File: src/rtl/dist_law_if.sv
// dist_law_if: start/busy/done handshake and operand/result bus for dist_law_seq.
interface dist_law_if #(parameter int W = 8);
  logic start, busy, done, mismatch;
  logic [W-1:0] a, b, c;
  logic [2*W:0] out1, out2;
  modport master (output start, a, b, c, input busy, done, out1, out2, mismatch);
  modport slave (input start, a, b, c, output busy, done, out1, out2, mismatch);
endinterface

File: src/rtl/dist_law_seq.sv
// dist_law_seq: a*(b+c) and a*b+a*c via one shared radix-2 Booth engine; DIST_LAW_CHECK_EN enables the mismatch comparator.
module dist_law_seq #(parameter int W = 8) (
  input logic clk,
  input logic rst_n,
  dist_law_if.slave bus
);
  typedef enum logic [2:0] {IDLE, MUL_S, MUL_B, MUL_C, FIN} state_t;
  localparam int CW = $clog2(W);
  state_t state;
  logic [CW-1:0] cnt;
  logic [W-1:0] a_r, b_r, c_r, q, nq;
  logic [W:0] s_r, mx;
  logic [W+1:0] acc, sum, nacc;
  logic [2*W+1:0] full;
  logic [2*W:0] prod, p_s, p_b, p_c, p_bc, o1, o2;
  logic q1, busy, done, mm;
  always_comb begin
    mx = state == MUL_S ? s_r : state == MUL_B ? {b_r[W-1], b_r} : {c_r[W-1], c_r};
    sum = (q[0] && !q1) ? acc - {mx[W], mx} : (!q[0] && q1) ? acc + {mx[W], mx} : acc;
    nacc = {sum[W+1], sum[W+1:1]};
    nq = {sum[0], q[W-1:1]};
    full = {nacc, nq};
    prod = full[2*W:0];
    p_bc = p_b + p_c;
  end
  always_ff @(posedge clk or negedge rst_n)
    if (!rst_n) begin
      state <= IDLE;
      cnt <= '0;
      {a_r, b_r, c_r, s_r, acc, q, q1} <= '0;
      {p_s, p_b, p_c, o1, o2} <= '0;
      {busy, done, mm} <= '0;
    end else begin
      done <= 1'b0;
      case (state)
        IDLE: if (bus.start) begin
          a_r <= bus.a;
          b_r <= bus.b;
          c_r <= bus.c;
          s_r <= {bus.b[W-1], bus.b} + {bus.c[W-1], bus.c};
          acc <= '0;
          q <= bus.a;
          q1 <= 1'b0;
          cnt <= '0;
          busy <= 1'b1;
          state <= MUL_S;
        end
        MUL_S, MUL_B, MUL_C: begin
          acc <= nacc;
          q <= nq;
          q1 <= q[0];
          cnt <= cnt + 1'b1;
          // last step: bank the product and reload the engine for the next multiplicand
          if (cnt == CW'(W-1)) begin
            cnt <= '0;
            acc <= '0;
            q <= a_r;
            q1 <= 1'b0;
            if (state == MUL_S) p_s <= prod;
            if (state == MUL_B) p_b <= prod;
            if (state == MUL_C) p_c <= prod;
            state <= state == MUL_S ? MUL_B : state == MUL_B ? MUL_C : FIN;
          end
        end
        FIN: begin
          o1 <= p_s;
          o2 <= p_bc;
`ifdef DIST_LAW_CHECK_EN
          mm <= p_s != p_bc;
`endif
          done <= 1'b1;
          busy <= 1'b0;
          state <= IDLE;
        end
        default: state <= IDLE;
      endcase
    end
  assign bus.busy = busy;
  assign bus.done = done;
  assign bus.out1 = o1;
  assign bus.out2 = o2;
  assign bus.mismatch = mm;
endmodule

File: src/flat_wrapper.sv
// flat-port wrapper written by rule: the top's interface ports become plain ports
module dist_law_seq_flat 
#(parameter int W = 8)
  (clk, rst_n, bus_start, bus_a, bus_b, bus_c, bus_busy, bus_done, bus_out1, bus_out2, bus_mismatch);
  dist_law_if #(.W(W)) bus_i ();
  input logic clk;
  input logic rst_n;
  input wire logic [$bits(bus_i.start)-1:0] bus_start;
  input wire logic [$bits(bus_i.a)-1:0] bus_a;
  input wire logic [$bits(bus_i.b)-1:0] bus_b;
  input wire logic [$bits(bus_i.c)-1:0] bus_c;
  output wire logic [$bits(bus_i.busy)-1:0] bus_busy;
  output wire logic [$bits(bus_i.done)-1:0] bus_done;
  output wire logic [$bits(bus_i.out1)-1:0] bus_out1;
  output wire logic [$bits(bus_i.out2)-1:0] bus_out2;
  output wire logic [$bits(bus_i.mismatch)-1:0] bus_mismatch;
  assign bus_i.start = bus_start;
  assign bus_i.a = bus_a;
  assign bus_i.b = bus_b;
  assign bus_i.c = bus_c;
  assign bus_busy = bus_i.busy;
  assign bus_done = bus_i.done;
  assign bus_out1 = bus_i.out1;
  assign bus_out2 = bus_i.out2;
  assign bus_mismatch = bus_i.mismatch;
  dist_law_seq #(.W(W)) u_core (.clk(clk), .rst_n(rst_n), .bus(bus_i));
endmodule
File: config.mk
export PLATFORM = sky130hd
export DESIGN_NAME = dist_law_seq_flat
export DESIGN_NICKNAME = d
export VERILOG_FILES = /design/src/rtl/dist_law_if.sv /design/src/rtl/dist_law_seq.sv /design/src/flat_wrapper.sv
export SDC_FILE = /design/constraint.sdc
export NUM_CORES = 1
export LEC_CHECK = 0
export CORE_ASPECT_RATIO = 0.8
export CORE_UTILIZATION = 56
export DETAILED_ROUTE_END_ITERATION = 8
export GPL_TIMING_DRIVEN = 0
export PLACE_DENSITY = 0.77
export SKIP_LAST_GASP = 1
export SLEW_MARGIN = 20
export SYNTH_ARGS = -nofsm -noshare
export SYNTH_HDL_FRONTEND = slang
export SYNTH_SLANG_ARGS = --single-unit
File: constraint.sdc
create_clock -name clk -period 3.7 [get_ports clk]
set_input_delay 0.555 -clock clk [delete_from_list [all_inputs] [get_ports clk]]
set_output_delay 0.555 -clock clk [all_outputs]
set_load 0.005 [all_outputs]
# --- After elaboration in Yosys (flattened, before gate mapping) ---
# Cells that the tools add are included.
classes:
  n_addsub: 5
  div: 0
  n_eq_ne: 7
  n_reduce_logical: 15
  muxes: 24
  shift: 0
  magnitude_cmp: 0
  multipliers: 0
  bitwise: 0
op_table:
  columns: ["operator", "n"]
  rows:
  - ["10-bit two-way mux", 4]
  - ["10-bit one-hot mux with 2 select lines", 1]
  - ["3-bit two-way mux", 6]
  - ["9-bit two-way mux", 2]
  - ["17-bit adder", 1]
  - ["8-bit two-way mux", 2]
  - ["8-bit one-hot mux with 2 select lines", 1]
  - ["3-bit one-hot mux with 2 select lines", 2]
  - ["10-bit adder", 1]
  - ["10-bit subtractor", 1]
  - ["8-bit by 8-bit adder with 9-bit output", 1]
  - ["3-bit AND reduction", 3]
  - ["2-bit AND reduction", 4]
  - ["3-bit by 2-bit equality test with 1-bit output (second input constant)", 2]
  - ["3-bit equality test (second input constant)", 2]
  - ["1-bit two-way mux", 4]
  - ["1-bit one-hot mux with 2 select lines", 2]
  - ["2-bit nonzero test", 2]
  - ["3-bit by 1-bit adder with 3-bit output (second input constant)", 1]
  - ["3-bit by 1-bit equality test with 1-bit output (second input constant)", 1]
  - ["3-bit logical NOT", 1]
  - ["3-bit OR reduction", 1]
  - ["1-bit logical AND", 2]
  - ["1-bit logical NOT", 2]
  - ["other kinds (2)", 2]
totals:
  input_bits: 27
  output_inout_bits: 37
  reg_bits: 145
  mem_bits_rw: 0
  mem_count: 0
  latchBits: 0
  rom_bits: 0
  wordCells: 67

# --- Longest topological paths before layout ---
# Gate-level depths: netlist of the first run.
depth:
  word_depth: 8
  mapped_depth: 14
  mapped_depth_nobuf: 12

# --- Worst setup path after synthesis of the first run ---
# Ideal clock, no wire load.
synth_path:
  path_kind: "register -> register"
  from: "register u_core.state[1]"
  to: "register u_core.p_c[15]"
  t_required_ps: 3617
  path_stages_with_launch: 15
  period_less_slack_ps: 3015
  setup_time_ps: 83
  setup_slack_ps: 685
  arrival_time_ps: 2933
  path_buffers: 2
  path_cell_list: "dfrtp_1 buf_2 nand2b_1 clkbuf_1 a21oi_2 o22a_1 ha_1 inv_1 fa_1 nand3b_1 a311oi_1 nor3_1 nor3_1 o31ai_1 o21ai_0"
synth_via:
  elab_chain_cells: 6
  elab_cells_between_ends: 11
  cone_classes: "2 x add/sub; 3 x eq/ne; 4 x mux; 2 x reduce/logical"
synth_lines:
  columns: ["element", "line", "rtl"]
  rows:
  - ["start: declaration", "dist_law_seq.sv:9", "state_t state;"]
  - ["start signal: assignment", "dist_law_seq.sv:62", "state <= state == MUL_S ? MUL_B : state == MUL_B ? MUL_C : FIN;"]
  - ["3-bit by 2-bit equality test with 1-bit output", "dist_law_seq.sv:18, dist_law_seq.sv:35", null]
  - ["9-bit two-way mux (2 in a row)", "dist_law_seq.sv:18", "mx = state == MUL_S ? s_r : state == MUL_B ? {b_r[W-1], b_r} : {c_r[W-1], c_r};"]
  - ["10-bit adder", "dist_law_seq.sv:19", "sum = (q[0] && !q1) ? acc - {mx[W], mx} : (!q[0] && q1) ? acc + {mx[W], mx} : acc;"]
  - ["10-bit two-way mux (2 in a row)", "dist_law_seq.sv:19", null]
  - ["end signal: assignment", "dist_law_seq.sv:61", "if (state == MUL_C) p_c <= prod;"]
  - ["end: declaration", "dist_law_seq.sv:15", "logic [2*W:0] prod, p_s, p_b, p_c, p_bc, o1, o2;"]
# Several ways; a longest one is shown, not always the timed one.
# A chain may end at the register's enable or synchronous reset.

# --- Worst setup path in the final report of the first run ---
layout_path:
  from: "register u_core.state[1]"
  to: "register u_core.p_s[15]"
layout_via:
  elab_chain_cells: 6
  elab_cells_between_ends: 11
  cone_classes: "2 x add/sub; 3 x eq/ne; 4 x mux; 2 x reduce/logical"
layout_lines:
  columns: ["element", "line", "rtl"]
  rows:
  - ["3-bit by 2-bit equality test with 1-bit output", "dist_law_seq.sv:18, dist_law_seq.sv:35", null]
  - ["9-bit two-way mux (2 in a row)", "dist_law_seq.sv:18", null]
  - ["10-bit adder", "dist_law_seq.sv:19", null]
  - ["10-bit two-way mux (2 in a row)", "dist_law_seq.sv:19", null]
  - ["end signal: assignment", "dist_law_seq.sv:59", "if (state == MUL_S) p_s <= prod;"]
  - ["end: declaration", "dist_law_seq.sv:15", null]
# Several ways; a longest one is shown, not always the timed one.

==> results.md, run 1 <==
- N_diodes: 0
- WL final: 18.9 mm
- Crit path time final: 3.48 ns
- Main combinational cell family by area after synthesis: simple AND/OR/NAND/NOR gates
- Post-DP HPWL: 13.4 mm
- Slew @ Worst Pin: 0.568 ns
- Post-synthesis adder-cell area fraction: 0.0823
- Largest cells by area after synthesis: dfrtp_1, nand2_1, ha_1
- Vias in the first global route: 6292
- Worst r2r src: u_core.state[1]
- Cells after synthesis: 879
- # placed instances: 1122
- Wire length per cell: 16.4 µm
- Pin count of the biggest net entering global routing: 103
- Vias per cell: 5.74
- Psw: 3.84 mW
- CTS Root Cell: clkbuf_16
- Leading cell type in the layout, fill and taps excluded: nand2_1
- Initial core utilization: 0.579
- IO Count: 64
- XOR/XNOR Fraction of Synth Area: 0.0132
- Period utilization: 0.940
- Most frequent cells in the layout: nand2_1, dfrtp_1, o21ai_0
- Non-Filler Instances: 1153
- R2R Setup Slk: 0.22 ns
- Post-synth top area cell: dfrtp_1
- DRC Markers: 0
- Initial antenna violation count: 0
- WP data required: 4.04 ns
- Reg2reg end: u_core.p_s[15]
- Port Buffers: 62
- Layout Area Growth over Synthesis: 19.1%
- Die width: 135 µm
- Htree depth: 4
- GRT overflow: 0
- Crit path kind: reg -> reg
- Mux share of post-synthesis cell area: 0.0421
- Hold Buf Count CTS: 0
- GP Congestion: 0.950
- Synth Area in Compound Gates: 0.178
- Final design area excluding fillers: 9440 µm²
- Seq pwr share: 0.297
- CTS Buf Count: 17
- Total core area: 13700 µm²
- Via Count: 6623
- Fmax: 287 MHz
- Yosys cell types: 65
- ANT nets after route: 0
- Die H: 108 µm
- Hold Crit Class: in -> async
- Combinational power share: 0.511
- Worst R2R Path Depth: 13
- CTS Sinks: 144
- CTS tree: done
- P_int: 5.16 mW
- Die ar.: 14600 µm²
- Sw frac: 0.427
- Fill count: 1098
- Status: finished, final reports clean
- Top FF cell, synth: dfrtp_1
- Synth Area in Simple Gates: 0.188
- Max VDD drop: 0.461 mV
- Number of synthesized flops with an enable pin: 0
- Critical Path Start Type: flop
- Cell area power density: 953 nW/µm²
- Floorplan row count: 38
- Post-synth top area share: 0.454
- Finish-stage setup viols: 0
- FF+latch count, synth: 144
- Syn avg cell area: 9.02 µm²
- Total of max-cap violations: 0
- Placed inst area: 8810 µm²
- Initial DRC Count: 560
- Final net count: 1036
- Final Hold Fails: 0
- Clock power share: 0.192
- Clock skew: 0.0105 ns
- Layout cells sized above 1: 0.0966
- Clk_lat worst skew: 0.43 ns
- Post-synthesis net count: 955
- Critical Path End Type: flop
- Synth async-reset ratio: 1.00
- Synthesized area: 7930 µm²
- Global-route wire length before repair: 31.7 mm
- Clock-pin slew on the worst setup and hold paths: 0.06 ns
- Bufs on Longest Clock Path: 2
- Slew headroom: 0.619
- Pins Over Slew Limit: 0
- Sequential element share of the synthesized area: 0.454
- Worst EP arrival: 3.82 ns
- Leakage: 4.52 nW
- Tot GR Track Use: 0.281
- Ys Warns: 1
- Worst Path Max Fanout: 10
- 1st-pass router iterations: 7
- Core Util, Final: 0.690
flip-flops by register name, indices dropped and copies added (netlist names):
register	count
u_core.bus.out1	17
u_core.bus.out2	17
u_core.p_b	17
u_core.p_c	17
u_core.p_s	17
u_core.acc	9
u_core.s_r	9
u_core.a_r	8
u_core.b_r	8
u_core.c_r	8
u_core.q	8
u_core.cnt	3
u_core.state	3
u_core.bus.busy	1
u_core.bus.done	1
u_core.q1	1
worst max-delay path, stage by stage (launching register included):
cell and delay, ns:
dfrtp_1 0.35, buf_2 0.17, nand2b_2 0.33, a21oi_4 0.29, o22a_1 0.23, ha_1 0.19, inv_1 0.06, fa_1 0.41
nand3b_1 0.23, a311oi_1 0.38, nor3_1 0.10, nor3_1 0.28, o31ai_2 0.16, o21ai_0 0.20
metrics by stage:
| step | setup WS, ns | TNS (ns) | hold slack, ns | total power [mW] |
|---|---|---|---|---|
| final | 0.222 | 0 | 0.0108 | 9.00 |
| after CTS | 0.0125 | 0 | 0.0191 | 8.89 |
| after floorplan | 0.685 | 0 | 0.259 | 5.77 |
| after global placement | -3.61 | -518.18 | 0.449 | 6.98 |
| after detailed placement | -0.201 | -0.899 | 0.453 | 7.09 |
| after global routing | -0.00285 | -0.00285 | 0.0337 | 9.71 |
what timing repair did:
item | in CTS | in global routing
resized for setup | 2 | 4
setup endpoints to repair | 15 | 16
pin swaps | 0 | 1
buffers inserted | 0 | 2
gates cloned | 0 | 0
cell families after synthesis:
| logic type | count (synthesis) |
|---|---|
| xor+xnor | 12 |
| fa+ha+maj | 50 |
| buf+inv | 79 |
| mux | 31 |
| flops | 144 |
| simple gates | 347 |
| other cells | 1 |
| compound gates | 215 |
synthesized netlist by cell type (all sizes together) (2+ instances only):
| cell | n |
|---|---|
| nor3b | 8 |
| a211o | 6 |
| nor2b | 7 |
| xnor2 | 5 |
| buf | 23 |
| nand3b | 3 |
| a22o | 4 |
| a311oi | 3 |
| or2 | 3 |
| a31oi | 5 |
| fa | 4 |
| o211ai | 4 |
| o31a | 2 |
| o211a | 2 |
| nand2 | 234 |
| nand4 | 4 |
| a22oi | 5 |
| a211oi | 7 |
| mux2i | 12 |
| a21oi | 32 |
| nor2 | 37 |
| o221ai | 2 |
| clkbuf | 23 |
| ha | 45 |
| o22a | 16 |
| and3 | 4 |
| mux2 | 19 |
| o21bai | 5 |
| o31ai | 9 |
| nor4b | 2 |
| nand3 | 15 |
| o21a | 12 |
| nand2b | 10 |
| nor3 | 11 |
| xor2 | 7 |
| o21ai | 82 |
| o22ai | 2 |
| and2 | 2 |
| inv | 32 |
| or3 | 5 |
| o311a | 2 |
| dfrtp | 144 |
| a21o | 9 |
how the worst max path moves through the flow:
stage	start	endpoint	slack, ns	cells past startpoint
global placement	rst_n	u_core.b_r[2]	-3.61	1
CTS	u_core.state[0]	u_core.acc[6]	0.01	12
finish	u_core.state[1]	u_core.p_s[15]	0.22	13
floorplan	u_core.state[1]	u_core.p_c[15]	0.68	14
detailed placement	u_core.state[1]	u_core.p_c[13]	-0.20	14
global route	u_core.state[1]	u_core.p_b[15]	-0.003	13
power by group through the flow:
stage	clock [mW]	combinational, mW	sequential (mW)
after floorplan	0	3.22	2.56
after global placement	0	4.31	2.67
after detailed placement	0	4.41	2.68
after CTS	1.74	4.48	2.66
after global routing	1.82	5.15	2.75
final	1.73	4.60	2.67
metal layers:
metal  track usage  vias up  share of wire
met5             0        -              0
met4        0.0706        0         0.0095
met3        0.0483       19          0.053
met2         0.419      195           0.43
met1         0.423     3205           0.50
li1              -     3204              -
final cells by class:
class	instances	area, µm²	share of cell area
clock inverter	14	155	0.0164
buffer	43	193	0.0204
inverter	33	124	0.0131
clock buffer	18	439	0.0465
tap	180	225	0.0238
multi-input combinational	656	4040	0.427
sequential	144	3600	0.382
timing repair buffer	65	668	0.0707
Note: power is estimated with default switching activity, not from simulation.
==> run 2: changes to the inputs <==
--- a/config.mk
+++ b/config.mk
@@ -9,7 +9,8 @@
 export CORE_UTILIZATION = 56
 export DETAILED_ROUTE_END_ITERATION = 8
 export GPL_TIMING_DRIVEN = 0
-export PLACE_DENSITY = 0.77
+export MAX_ROUTING_LAYER = met4
+export PLACE_DENSITY = 0.81
 export SKIP_LAST_GASP = 1
 export SLEW_MARGIN = 20
 export SYNTH_ARGS = -nofsm -noshare
==> run 2 against run 1 <==
Effect of this change: sequential share of layout area is essentially flat; clock skew is essentially flat; hold slack gained 0.0089 ns; clock-buffer cell count grew 1; critical path type unchanged; non-clock buffer count shrank 1; clock power grew 5%; total power grew 0.78%; highest routed layer unchanged; global-route usage grew 1.8 points; cell area is essentially flat; combinational power shrank 0.9%; critical endpoint is now u_core.p_b[15]; critical path depth is the same; wire length grew 3.4%.
==> results.md, run 2 (same netlist as run 1, synthesis figures left out) <==
- Setup repair after global routing missed its margin: no
- Crit path time final: 3.50 ns (+0.0241 ns)
- Largest stage delay, worst path: 0.41 ns (about the same)
- Clk_lat worst skew: 0.43 ns (about the same)
- Worst r2r src: u_core.state[1]
- Final net count: 1035 (-0.097%)
- P_int: 5.24 mW (+1.6%)
- Fmax: 286 MHz (-0.69%)
- Vias per cell: 5.89 (+2.6%)
- Vias in the first global route: 6348 (+0.89%)
- Total core area: 13700 µm² (unchanged)
- Die H: 108 µm (unchanged)
- Most frequent cells in the layout: nand2_1, dfrtp_1, o21ai_0
- Via Count: 6790 (+2.5%)
- Seq pwr share: 0.296 (about the same)
- Period utilization: 0.947 (+0.00651)
- Layout Area Growth over Synthesis: 19.1% (about the same)
- Layout cells sized above 1: 0.0947 (-0.00196)
- Worst Path Max Fanout: 10 (unchanged)
- Top delay family on crit path: compound AO/OA/AOI/OAI gates
- Die ar.: 14600 µm² (unchanged)
- Critical Path, Cell by Cell: buf_2 > nand2b_2 > a21oi_4 > o22a_1 > ha_1 > inv_1 > fa_1 > nand3b_1 > a311oi_2 > nor3_1 > nor3_1 > o31ai_2 > o21ai_0
- Crit path kind: reg -> reg
- GRT overflow: 0 (unchanged)
- Tot GR Track Use: 0.299 (+0.0180)
- Bufs on Longest Clock Path: 2 (unchanged)
- Crit path buffers/inverters: 2 (unchanged)
- Slew headroom: 0.597 (-0.0218)
- CTS Buf Count: 17 (unchanged)
- GP Congestion: 0.941 (-0.95%)
- 1st-pass router iterations: 5 (-2)
- Max VDD drop: 0.466 mV (+1.2%)
- Critical Path End Type: flop
- Hold Buf Count CTS: 0 (unchanged)
- WP data required: 4.02 ns (-0.02 ns)
- Initial core utilization: 0.579 (unchanged)
- ANT nets after route: 0 (unchanged)
- Final Hold Fails: 0 (unchanged)
- Worst EP arrival: 3.83 ns (about the same)
- Wire length per cell: 17.0 µm (+3.5%)
- Clock-pin slew on the worst setup and hold paths: 0.06 ns (about the same)
- Sw frac: 0.422 (-0.00461)
- Total of max-cap violations: 0 (unchanged)
- Crit path max-delay cell type: fa_1
- Psw: 3.83 mW (-0.31%)
- IO Count: 64 (unchanged)
- Crit-path most repeated cell: nor3_1
- Hold Crit Class: in -> async
- Port Buffers: 62 (unchanged)
- WL final: 19.5 mm (+3.4%)
- Worst R2R Path Depth: 13 (unchanged)
- Initial DRC Count: 713 (+27%)
- Core Util, Final: 0.690 (about the same)
- Setup TNS: 0 ns (unchanged)
- DRC Markers: 0 (unchanged)
- CTS Sinks: 144 (unchanged)
- Clock skew: 0.0109 ns (+0.000351 ns)
- CTS tree: done
- WHS: 0.0197 ns (+0.00894 ns)
- Finish-stage setup viols: 0 (unchanged)
- Clock power share: 0.201 (+0.009)
- Final WS setup: 0.197 ns (-0.0241 ns)
- N_diodes: 0 (unchanged)
- Slew @ Worst Pin: 0.598 ns (+0.0298 ns)
- Die width: 135 µm (unchanged)
- Leakage: 4.52 nW (about the same)
- Combinational power share: 0.503 (-0.008)
- DP Worst Slack: -0.0490 ns (+0.152 ns)
- Leading cell type in the layout, fill and taps excluded: nand2_1
- CTS Root Cell: clkbuf_16
- Pins Over Slew Limit: 0 (unchanged)
- Cell area power density: 959 nW/µm² (+0.71%)
- Status: finished, final reports clean
- Reg2reg end: u_core.p_b[15]
- Floorplan row count: 38 (unchanged)
- Post-DP HPWL: 13.7 mm (+1.6%)
- Pin count of the biggest net entering global routing: 102 (-0.97%)
- Htree depth: 4 (unchanged)
- Critical Path Start Type: flop
- Initial antenna violation count: 0 (unchanged)
- Global-route wire length before repair: 32.3 mm (+1.9%)
- R2R Setup Slk: 0.20 ns (-0.02 ns)
## run 2: worst max-delay path by stage
stage	start	endpoint	slack [ns]	cells past startpoint
detailed placement	u_core.state[1]	u_core.p_c[13]	-0.05	14
global route	u_core.state[1]	u_core.p_s[13]	0	13
global placement	rst_n	u_core.b_r[2]	-3.61	1
floorplan	u_core.state[1]	u_core.p_c[15]	0.68	14
CTS	u_core.state[1]	u_core.p_b[15]	0.05	14
finish	u_core.state[1]	u_core.p_b[15]	0.20	13
## run 2: routing by layer
layer | wire [µm] | part of all wire | up-vias | GRT usage
met5 | 0 | 0 | - | -
met4 | 218 | 0.011 | 0 | 0.0827
met3 | 1070 | 0.055 | 23 | 0.0553
met2 | 8940 | 0.46 | 207 | 0.443
met1 | 9310 | 0.48 | 3355 | 0.422
li1 | - | - | 3205 | -
## run 2: metrics by stage
stage / instances / power [mW] / area, µm²
2_1_floorplan: 879 / 5.77 / 7930
3_3_place_gp: 1121 / 6.97 / 8780
3_5_place_dp: 1122 / 7.11 / 8810
4_1_cts: 1155 / 9.00 / 9440
5_1_grt: 1152 / 9.73 / 9450
6_report: 1152 / 9.07 / 9450
## run 2: cell type report
class / count / area [µm²]
buffer: 43 / 194
clock buffer: 19 / 433
clock inverter: 13 / 185
fill: 1045 / 4240
inverter: 33 / 124
multi-input combinational: 656 / 4030
sequential: 144 / 3600
tap: 180 / 225
timing repair buffer: 64 / 661
## run 2: power groups by stage
stage	clock [mW]	combinational, mW	sequential (mW)
2_1_floorplan	0	3.22	2.56
3_3_place_gp	0	4.31	2.66
3_5_place_dp	0	4.42	2.68
4_1_cts	1.82	4.50	2.67
5_1_grt	1.91	5.06	2.76
6_report	1.82	4.56	2.69
## run 2: worst register-to-register path: cells and delay by family, from the launching register on
family,cells,cell delay (ns)
AO/OA/AOI/OAI,5,1.29
adder cells (fa/ha/maj),2,0.60
buffers and inverters,2,0.24
flip-flops,1,0.36
AND/OR/NAND/NOR,4,0.93
## run 2: timing repair
| item | 4_1_cts | 5_1_grt |
|---|---|---|
| buffers inserted | 1 | 0 |
| setup endpoints to repair | 12 | 16 |
| pin swaps | 1 | 0 |
| resized for setup | 1 | 5 |
